--- config.mk ---
export PLATFORM = sky130hd
export DESIGN_NAME = lfsr_stream_cipher
export DESIGN_NICKNAME = d
export VERILOG_FILES = /design/src/rtl/lfsr_stream_cipher.sv
export SDC_FILE = /design/constraint.sdc
export NUM_CORES = 1
export LEC_CHECK = 0
export BUFFER_PORTS_ARGS = -buffer_cell sky130_fd_sc_hd__buf_2
export CAP_MARGIN = 20
export CORE_AREA = 2 2 93 95
export CTS_BUF_LIST = sky130_fd_sc_hd__clkbuf_16
export CTS_CLUSTER_SIZE = 24
export DETAILED_ROUTE_END_ITERATION = 8
export DIE_AREA = 0 0 95 97
export PLACE_DENSITY = 0.81
export SYNTH_ARGS = -nofsm -noshare
export SYNTH_HDL_FRONTEND = slang
export SYNTH_SLANG_ARGS = --single-unit
export TNS_END_PERCENT = 10
--- constraint.sdc ---
create_clock -name clk_i -period 3.6 [get_ports clk_i]
set_input_delay 0.18 -clock clk_i [delete_from_list [all_inputs] [get_ports clk_i]]
set_output_delay 0.18 -clock clk_i [all_outputs]
set_load 0.01 [all_outputs]
--- src/rtl/lfsr_stream_cipher.sv ---
// LFSR stream-cipher engine sharing the processor's data-memory port: encrypts a
// pad-framed message, or recovers seed, taps, pre-length and message from a frame.
module lfsr_stream_cipher #(
  parameter int W         = 8,
  parameter int ADDR_W    = 8,
  parameter int MSG_LEN   = 41,
  parameter int FRAME_LEN = 64,
  parameter int MSG_BASE  = 0,
  parameter int CFG_BASE  = 41,
  parameter int OUT_BASE  = 64,
  parameter int TAP_BASE  = 140,
  parameter int NUM_TAPS  = 8,
  parameter int CHECK_LEN = 8,
  parameter logic [W-1:0] PAD = 8'h20
) (
  input  logic              clk_i,
  input  logic              init_i,
  input  logic              start_i,
  input  logic              mode_i,
  output logic [ADDR_W-1:0] mem_addr_o,
  input  logic [W-1:0]      mem_rd_data_i,
  output logic              mem_wr_en_o,
  output logic [W-1:0]      mem_wr_data_o,
  output logic              busy_o,
  output logic              done_o,
  output logic              err_o
);

  localparam int PRE_MAX = FRAME_LEN - MSG_LEN;
  localparam int IDX_W   = $clog2(FRAME_LEN + 1);
  localparam int TAP_W   = $clog2(NUM_TAPS + 1);

  typedef enum logic [3:0] {
    IDLE, CFG_RD, ENC_RUN, DEC_SEED, TAP_RD, TAP_CHK, DEC_SCAN, DEC_WR, CFG_WR, DONE
  } state_e;

  state_e           state_q, state_d;
  logic [IDX_W-1:0] idx_q, idx_d;
  logic [TAP_W-1:0] tap_q, tap_d;
  logic             phase_q, phase_d;
  logic [W-1:0]     lfsr_q, lfsr_d;
  logic [W-1:0]     seed_q, seed_d;
  logic [W-1:0]     ptrn_q, ptrn_d;
  logic [W-1:0]     pre_q, pre_d;
  logic             err_q, err_d;

  int           idxInt, preInt, tapInt;
  logic         isMsg;
  logic [W-1:0] lfsrNext, decByte;

  function automatic logic [W-1:0] lfsrStep(input logic [W-1:0] s, input logic [W-1:0] p);
    return {s[W-2:0], ^(s & p)};
  endfunction

  function automatic logic [ADDR_W-1:0] addrOf(input int base, input int offs);
    return ADDR_W'(base + offs);
  endfunction

  assign idxInt   = int'(idx_q);
  assign preInt   = int'(pre_q);
  assign tapInt   = int'(tap_q);
  assign isMsg    = (idxInt >= preInt) && (idxInt < preInt + MSG_LEN);
  assign lfsrNext = lfsrStep(lfsr_q, ptrn_q);
  assign decByte  = mem_rd_data_i ^ lfsr_q;

  assign busy_o = (state_q != IDLE) && (state_q != DONE);
  assign done_o = (state_q == DONE);
  assign err_o  = err_q;

  always_ff @(posedge clk_i) begin
    if (init_i) begin
      state_q <= IDLE;
      idx_q   <= '0;
      tap_q   <= '0;
      phase_q <= 1'b0;
      lfsr_q  <= '0;
      seed_q  <= '0;
      ptrn_q  <= '0;
      pre_q   <= '0;
      err_q   <= 1'b0;
    end else begin
      state_q <= state_d;
      idx_q   <= idx_d;
      tap_q   <= tap_d;
      phase_q <= phase_d;
      lfsr_q  <= lfsr_d;
      seed_q  <= seed_d;
      ptrn_q  <= ptrn_d;
      pre_q   <= pre_d;
      err_q   <= err_d;
    end
  end

  // Every memory byte takes a read phase (address out) and a use phase (data back).
  always_comb begin
    state_d       = state_q;
    idx_d         = idx_q;
    tap_d         = tap_q;
    phase_d       = phase_q;
    lfsr_d        = lfsr_q;
    seed_d        = seed_q;
    ptrn_d        = ptrn_q;
    pre_d         = pre_q;
    err_d         = err_q;
    mem_addr_o    = '0;
    mem_wr_en_o   = 1'b0;
    mem_wr_data_o = '0;

    case (state_q)
      IDLE, DONE: begin
        if (start_i) begin
          err_d   = 1'b0;
          idx_d   = '0;
          tap_d   = '0;
          phase_d = 1'b0;
          state_d = mode_i ? DEC_SEED : CFG_RD;
        end
      end

      CFG_RD: begin
        mem_addr_o = addrOf(CFG_BASE, idxInt);
        idx_d      = idx_q + IDX_W'(1);
        if (idxInt == 1) begin
          pre_d = (int'(mem_rd_data_i) > PRE_MAX) ? W'(PRE_MAX) : mem_rd_data_i;
        end else if (idxInt == 2) begin
          ptrn_d = mem_rd_data_i;
        end else if (idxInt == 3) begin
          seed_d  = mem_rd_data_i;
          lfsr_d  = mem_rd_data_i;
          idx_d   = '0;
          phase_d = 1'b0;
          state_d = ENC_RUN;
        end
      end

      ENC_RUN: begin
        if (!phase_q) begin
          if (isMsg) mem_addr_o = addrOf(MSG_BASE, idxInt - preInt);
          phase_d = 1'b1;
        end else begin
          mem_addr_o    = addrOf(OUT_BASE, idxInt);
          mem_wr_en_o   = 1'b1;
          mem_wr_data_o = (isMsg ? mem_rd_data_i : PAD) ^ lfsr_q;
          lfsr_d        = lfsrNext;
          phase_d       = 1'b0;
          if (idxInt == FRAME_LEN - 1) state_d = DONE;
          else idx_d = idx_q + IDX_W'(1);
        end
      end

      DEC_SEED: begin
        mem_addr_o = addrOf(OUT_BASE, 0);
        if (!phase_q) begin
          phase_d = 1'b1;
        end else begin
          seed_d  = mem_rd_data_i ^ PAD;
          tap_d   = '0;
          phase_d = 1'b0;
          state_d = TAP_RD;
        end
      end

      TAP_RD: begin
        mem_addr_o = addrOf(TAP_BASE, tapInt);
        if (!phase_q) begin
          phase_d = 1'b1;
        end else begin
          ptrn_d  = mem_rd_data_i;
          lfsr_d  = lfsrStep(seed_q, mem_rd_data_i);
          idx_d   = IDX_W'(1);
          phase_d = 1'b0;
          state_d = TAP_CHK;
        end
      end

      // Frame byte 0 fixed the seed, so the candidate is judged on bytes 1..CHECK_LEN.
      TAP_CHK: begin
        mem_addr_o = addrOf(OUT_BASE, idxInt);
        if (!phase_q) begin
          phase_d = 1'b1;
        end else begin
          phase_d = 1'b0;
          if (decByte != PAD) begin
            if (tapInt == NUM_TAPS - 1) begin
              err_d   = 1'b1;
              state_d = DONE;
            end else begin
              tap_d   = tap_q + TAP_W'(1);
              state_d = TAP_RD;
            end
          end else if (idxInt == CHECK_LEN) begin
            lfsr_d  = seed_q;
            idx_d   = '0;
            pre_d   = '0;
            state_d = DEC_SCAN;
          end else begin
            lfsr_d = lfsrNext;
            idx_d  = idx_q + IDX_W'(1);
          end
        end
      end

      DEC_SCAN: begin
        mem_addr_o = addrOf(OUT_BASE, idxInt);
        if (!phase_q) begin
          phase_d = 1'b1;
        end else begin
          phase_d = 1'b0;
          if ((decByte == PAD) && (preInt < PRE_MAX)) begin
            pre_d  = pre_q + W'(1);
            lfsr_d = lfsrNext;
            idx_d  = idx_q + IDX_W'(1);
          end else begin
            lfsr_d  = seed_q;
            idx_d   = '0;
            state_d = DEC_WR;
          end
        end
      end

      // Advance the keystream over the preamble without touching memory, then copy.
      DEC_WR: begin
        if (idxInt < preInt) begin
          lfsr_d = lfsrNext;
          idx_d  = idx_q + IDX_W'(1);
        end else if (!phase_q) begin
          mem_addr_o = addrOf(OUT_BASE, idxInt);
          phase_d    = 1'b1;
        end else begin
          mem_addr_o    = addrOf(MSG_BASE, idxInt - preInt);
          mem_wr_en_o   = 1'b1;
          mem_wr_data_o = decByte;
          lfsr_d        = lfsrNext;
          phase_d       = 1'b0;
          if (idxInt == preInt + MSG_LEN - 1) begin
            idx_d   = '0;
            state_d = CFG_WR;
          end else begin
            idx_d = idx_q + IDX_W'(1);
          end
        end
      end

      CFG_WR: begin
        mem_addr_o    = addrOf(CFG_BASE, idxInt);
        mem_wr_en_o   = 1'b1;
        mem_wr_data_o = (idxInt == 0) ? pre_q : (idxInt == 1) ? ptrn_q : seed_q;
        if (idxInt == 2) state_d = DONE;
        else idx_d = idx_q + IDX_W'(1);
      end

      default: state_d = IDLE;
    endcase
  end

endmodule
==> qor.yml, run 1 <==
floorplan:
  die_h_um: 97
  die_w_um: 95
  fp-row-count: 33
  dieArea_um2: 9220
  ios: 32
  initial_core_util: 0.622
  placeableCoreArea_um2: 8130
global_route:
  antenna_found_initial: 0
  grt_pass1_wl_um: 25500
  grtUsageTotal: 0.344
  gr-total-overflow: 0
  grt_max_degree: 35
  grt_pass1_vias: 5031
clock_tree:
  cts_tree: "yes"
  clk_pin_slew_worst_paths_ns: 0.08
  cts.sinks: 49
  htree_levels: 2
  ctsRootBufferMaster: "clkbuf_16"
  clockBufferDepth: 2
  clock_latency_ns: 0.30
  cts_hold_buf: 0
  cts_buffers: 5
logic_synthesis:
  synthFlopType: "dfxtp_1"
  postSynthAreaPerCell_um2: 7.46
  yosysUniqueCellTypes: 81
  netlist.top_cell.by_area: "dfxtp_1"
  synth_edf_count: 0
  synth_warnings: 0
  synth_area_leaders: "dfxtp_1, ha_1, nor2_1"
  yosysTopAreaCellShare: 0.194
  synth_seq_cells: 49
  syn-num-nets: 716
  ys_seq_area_frac: 0.194
  synthArstFlopShare: 0
  synth_cells: 679
  syn_area_um2: 5060
timing:
  maxSlewHeadroom: 0.401
  tightest_slew_ns: 0.894
  fmaxAchievable_mhz: 290
  fin_worst_skew_ns: 0.00917
  slew_violations: 0
  worst_hold_slack_ns: 0.245
  hold_viol: 0
  setup_viol_count_final: 0
  grt_setup_unrepaired: "yes"
  layout_min_cycle_time_ns: 3.45
  fin_crit_sh: 0.959
routing:
  routed_wl_um: 15700
  drt_pass1_iterations: 5
  viasPerCell: 6.81
  initialDrtViolationCount: 572
  vias: 5503
  drc: 0
  wire_per_inst_um: 19.5
  postRouteAntennaNets: 0
final_layout:
  nets: 739
  fin_cells: 808
  regArea_um2: 986
  nFillCells: 716
  utilization: 0.679
  insertedDiodeCount: 0
  multiInputGateArea_um2: 3780
  mostFrequentLayoutCell: "nor2_1"
  area_growth_syn_to_layout_pct: 9.10
  final_layout_size_suffix_gt1_frac: 0.132
  layout_common_cells: "nor2_1, nand2_1, dfxtp_1"
job:
  maxCapViolCount: 0
setup_path:
  endpoint_kind: "primary output"
  startpoint_type: "flip-flop"
  critPathKind: "reg -> out"
  cp.arrival_ns: 3.27
  crit_required_ns: 3.42
  path_max_fanout: 9
hold_path:
  hp-class: "in -> reg"
pwr:
  peakVddDrop_mv: 0.426
  cellPowerDensity_nw_per_um2: 533
  power_mw: 2.94
  leakagePower_nw: 2.12
placement:
  gp_congestion: 1.01
  numPlacedInstances: 799
  numPortBuffers: 31
  dp_hpwl_um: 11900
outcome:
  outcome: "finished clean"
## state kept, by name, summed over array words and instances, names as in the netlist
signal,flops
err_o,1
seed_q,8
ptrn_q,8
tap_q,4
idx_q,7
lfsr_q,8
phase_q,1
pre_q,8
state_q,4
## kinds of logic (layout without fill, tap and decap cells)
kind of cell,after synthesis,in the layout,synth area share
compound gates,219,219,0.320
flops,49,49,0.194
mux,27,27,0.0534
buf+inv,73,97,0.0652
simple gates,248,248,0.237
xor+xnor,38,38,0.0672
fa+ha+maj,25,25,0.0633
## worst max-delay path, cell delays in order, from the launching register on
cell and delay, ns:
dfxtp_1 0.39, inv_1 0.12, ha_1 0.14, inv_1 0.05, fa_1 0.39, a21o_1 0.19, a21o_1 0.23, a21o_1 0.22
and2_1 0.23, o21ai_2 0.19, buf_4 0.20, nor2_1 0.05, o31ai_1 0.24, o311ai_1 0.16, buf_2 0.17
## repair_timing
action                                  in CTS  in global routing
gates resized for setup                      3                  7
buffers inserted                             0                  1
pin swaps                                    0                  2
endpoints found under the setup margin      16                 16
## power breakdown
part	switching (mW)	internal (mW)
Sequential	0.172	0.628
Combinational	0.990	0.652
Clock	0.234	0.266
## worst paths after layout
kind	start	endpoint	slack [ns]	cells past startpoint
worst max-delay path	idx_q[0]	mem_wr_data_o[0]	0.15	14
worst min-delay path	mem_rd_data_i[6]	ptrn_q[6]	0.25	3
worst max register to register	idx_q[0]	lfsr_q[3]	0.34	13
worst min register to register	tap_q[3]	tap_q[3]	0.49	2
## area by class of cell
| type | count | share of cell area |
|---|---|---|
| clock inverter | 3 | 0.00476 |
| sequential | 49 | 0.179 |
| tap | 105 | 0.0238 |
| timing repair buffer | 59 | 0.0662 |
| clock buffer | 5 | 0.0227 |
| inverter | 30 | 0.0204 |
| multi-input combinational | 557 | 0.684 |
## synthesized netlist by cell type (13+ instances only)
| cell type | number |
|---|---|
| a21oi_1 | 38 |
| a221o_1 | 15 |
| clkbuf_1 | 26 |
| dfxtp_1 | 49 |
| ha_1 | 24 |
| inv_1 | 29 |
| mux2i_1 | 27 |
| nand2_1 | 67 |
| nand2b_1 | 13 |
| nand3_1 | 20 |
| nor2_1 | 75 |
| nor3_1 | 19 |
| o21ai_0 | 46 |
| xnor2_1 | 25 |
## stage by stage
| step | setup slack, ns | TNS [ns] | area [um2] |
|---|---|---|---|
| floorplan | 0.511 | 0 | 5060 |
| global placement | 0.289 | 0 | 5330 |
| detailed placement | 0.173 | 0 | 5330 |
| CTS | 0.0173 | 0 | 5490 |
| global route | -0.0207 | -0.0247 | 5520 |
| finish | 0.148 | 0 | 5520 |
## per-layer routing
metal	part of all wire	global-route usage
met4	0.032	0.110
met2	0.46	0.540
met1	0.42	0.487
met5	0	0
met3	0.086	0.0389
Note: power is estimated with default switching activity, not from simulation.
==> run 2, diff against run 1 <==
==> constraint.sdc (replaced) <==
create_clock -name clk_i -period 3.6 [get_ports clk_i]
set_input_delay 0.36 -clock clk_i [delete_from_list [all_inputs] [get_ports clk_i]]
set_output_delay 0.36 -clock clk_i [all_outputs]
set_load 0.01 [all_outputs]
==> run 2 against run 1 <==
Count of clock-buffer cells in the layout is the same; sequential share of layout area shrank 0.25 points; critical path depth shrank 2; global-route usage shrank 0.42 points; power grew 2.0%; flip-flop and latch count is the same; core utilization grew 1.5 points; hold slack gained 0.19 ns; die area is the same; cell count grew 0.99%; sequential power grew 3.2%; critical path type unchanged; largest cell class unchanged.
==> qor.yml, run 2 (synthesized netlist as in run 1, its figures left out) <==
timing:
  tightest_slew_ns: 0.887  # was 0.894 ns
  hold_viol: 0  # unchanged
  fmaxAchievable_mhz: 291  # was 290 MHz
  fin_worst_skew_ns: 0.00949  # was 0.00917 ns
  layout_min_cycle_time_ns: 3.43  # was 3.45 ns
  fin_crit_sh: 0.954  # was 0.959
  slew_violations: 0  # unchanged
  maxSlewHeadroom: 0.408  # was 0.401
  setup_viol_count_final: 0  # unchanged
floorplan:
  ios: 32  # unchanged
  die_h_um: 97  # unchanged
  placeableCoreArea_um2: 8130  # unchanged
  dieArea_um2: 9220  # unchanged
  fp-row-count: 33  # unchanged
  initial_core_util: 0.622  # unchanged
  die_w_um: 95  # unchanged
setup_path:
  cp_cell_sequence: "ha_1 -> inv_1 -> ha_1 -> nor2b_1 -> o21a_1 -> o21a_1 -> o21a_1 -> o31ai_4 -> a21oi_1 -> o31a_1 -> o21ai_0 -> buf_2"  # was inv_1 -> ha_1 -> inv_1 -> fa_1 -> a21o_1 -> a21o_1 -> a21o_1 -> and2_1 -> o21ai_2 -> buf_4 -> nor2_1 -> o31ai_1 -> o311ai_1 -> buf_2
  crit_required_ns: 3.24  # was 3.42 ns
  critPathKind: "reg -> out"  # unchanged
  crit_family: "compound AO/OA/AOI/OAI gates"  # unchanged
  path_common_cell: "o21a_1"  # was a21o_1
  path_max_fanout: 9  # unchanged
  endpoint_kind: "primary output"  # unchanged
  path_buf_inv: 2  # was 4
  cp_slowest_cell: "dfxtp_4"  # was dfxtp_1
  startpoint_type: "flip-flop"  # unchanged
  max_stage_delay_ns: 0.38  # was 0.39 ns
  timing.rr.start: "pre_q[3]"  # was idx_q[0]
  rrSetupSlack_ns: 0.21  # was 0.34 ns
  crit_start: "pre_q[0]"  # was idx_q[0]
  cp.arrival_ns: 3.07  # was 3.27 ns
global_route:
  grtUsageTotal: 0.339  # was 0.344
  grt_max_degree: 35  # unchanged
  grt_pass1_wl_um: 25200  # was 25500 um
  antenna_found_initial: 0  # unchanged
  gr-total-overflow: 0  # unchanged
  grt_pass1_vias: 5054  # was 5031
pwr:
  power_mw: 3.00  # was 2.94 mW
  peakVddDrop_mv: 0.468  # was 0.426 mV
  leakagePower_nw: 2.16  # was 2.12 nW
  cellPowerDensity_nw_per_um2: 532  # was 533 nW/um2
placement:
  dp_hpwl_um: 11900  # about the same
  gp_congestion: 0.982  # was 1.01
  numPortBuffers: 31  # unchanged
final_layout:
  nFillCells: 672  # was 716
  layout_common_cells: "nor2_1, nand2_1, dfxtp_1"  # unchanged
  multiInputGateArea_um2: 3820  # was 3780 um2
  final_layout_size_suffix_gt1_frac: 0.158  # was 0.132
  area_growth_syn_to_layout_pct: 11.5  # was 9.10%
  utilization: 0.694  # was 0.679
  mostFrequentLayoutCell: "nor2_1"  # unchanged
  regArea_um2: 993  # was 986 um2
  nets: 747  # was 739
  insertedDiodeCount: 0  # unchanged
clock_tree:
  cts_tree: "yes"  # unchanged
  ctsRootBufferMaster: "clkbuf_16"  # unchanged
  htree_levels: 2  # unchanged
  cts_buffers: 5  # unchanged
  clock_latency_ns: 0.30  # about the same
  cts.sinks: 49  # unchanged
  cts_hold_buf: 0  # unchanged
  clk_pin_slew_worst_paths_ns: 0.08  # about the same
  clockBufferDepth: 2  # unchanged
routing:
  drt_pass1_iterations: 6  # was 5
  vias: 5582  # was 5503
  viasPerCell: 6.84  # was 6.81
  routed_wl_um: 16000  # was 15700 um
  postRouteAntennaNets: 0  # unchanged
  drc: 0  # unchanged
  wire_per_inst_um: 19.6  # was 19.5 um
  initialDrtViolationCount: 609  # was 572
hold_path:
  holdCritStartpoint: "mem_rd_data_i[6]"  # unchanged
  hp-class: "in -> reg"  # unchanged
job:
  maxCapViolCount: 0  # unchanged
outcome:
  outcome: "finished clean"  # unchanged
[run 2: cell count changes in the layout (fill, tap and decap cells not counted), moves of 2 or more]
cell,before,now
buf_4,28,35
dfxtp_4,1,3
dfxtp_1,47,45
o21ai_0,45,43
[run 2: final cells by class]
class / count / share of cell area
multi-input cells: 557 / 0.678
flip-flops and latches: 49 / 0.176
repair buffers: 67 / 0.0760
well taps: 105 / 0.0233
clock buffers: 5 / 0.0222
inverters: 30 / 0.0199
clock inverters: 3 / 0.00510
[run 2: tightest hold or removal path, cell delays in order]
cell	delay (ns)
buf_2	0.18
mux2i_1	0.10
nor2_1	0.07
[run 2: per-stage QoR]
step                setup TNS (ns)  setup WS [ns]  instances  cell area, um2  hold slack (ns)
global route               -0.0866        -0.0287        816            5650            0.445
global placement                 0          0.133        804            5370            0.457
CTS                        -0.0207        -0.0207        812            5540            0.425
finish                           0          0.167        816            5650            0.437
floorplan                        0          0.331        679            5060            0.450
detailed placement               0         0.0223        804            5370            0.473
[run 2: worst paths after layout]
check,end,depth (start not counted)
hold / removal,ptrn_q[6],3
setup reg to reg,state_q[2],10
hold reg to reg,err_o,2
setup / recovery,mem_addr_o[7],12
[run 2: report_power, final]
group / leakage [nW] / switching [mW] / internal (mW)
Combinational: 1.69 / 0.994 / 0.672
Clock: 0.0767 / 0.241 / 0.268
Sequential: 0.400 / 0.196 / 0.630
Total: 2.16 / 1.43 / 1.57
[run 2: per-layer routing]
layer / vias to the layer above / GRT usage / share of wire
met5: - / 0 / 0
met4: 0 / 0.119 / 0.031
met3: 52 / 0.0405 / 0.087
met2: 334 / 0.534 / 0.46
met1: 2626 / 0.475 / 0.43
li1: 2570 / - / -
[run 2: timing repair]
item / CTS / global route
gates resized for setup: 6 / 23
buffers inserted: 0 / 4
pin swaps: 3 / 4
endpoints found under the setup margin: 15 / 16
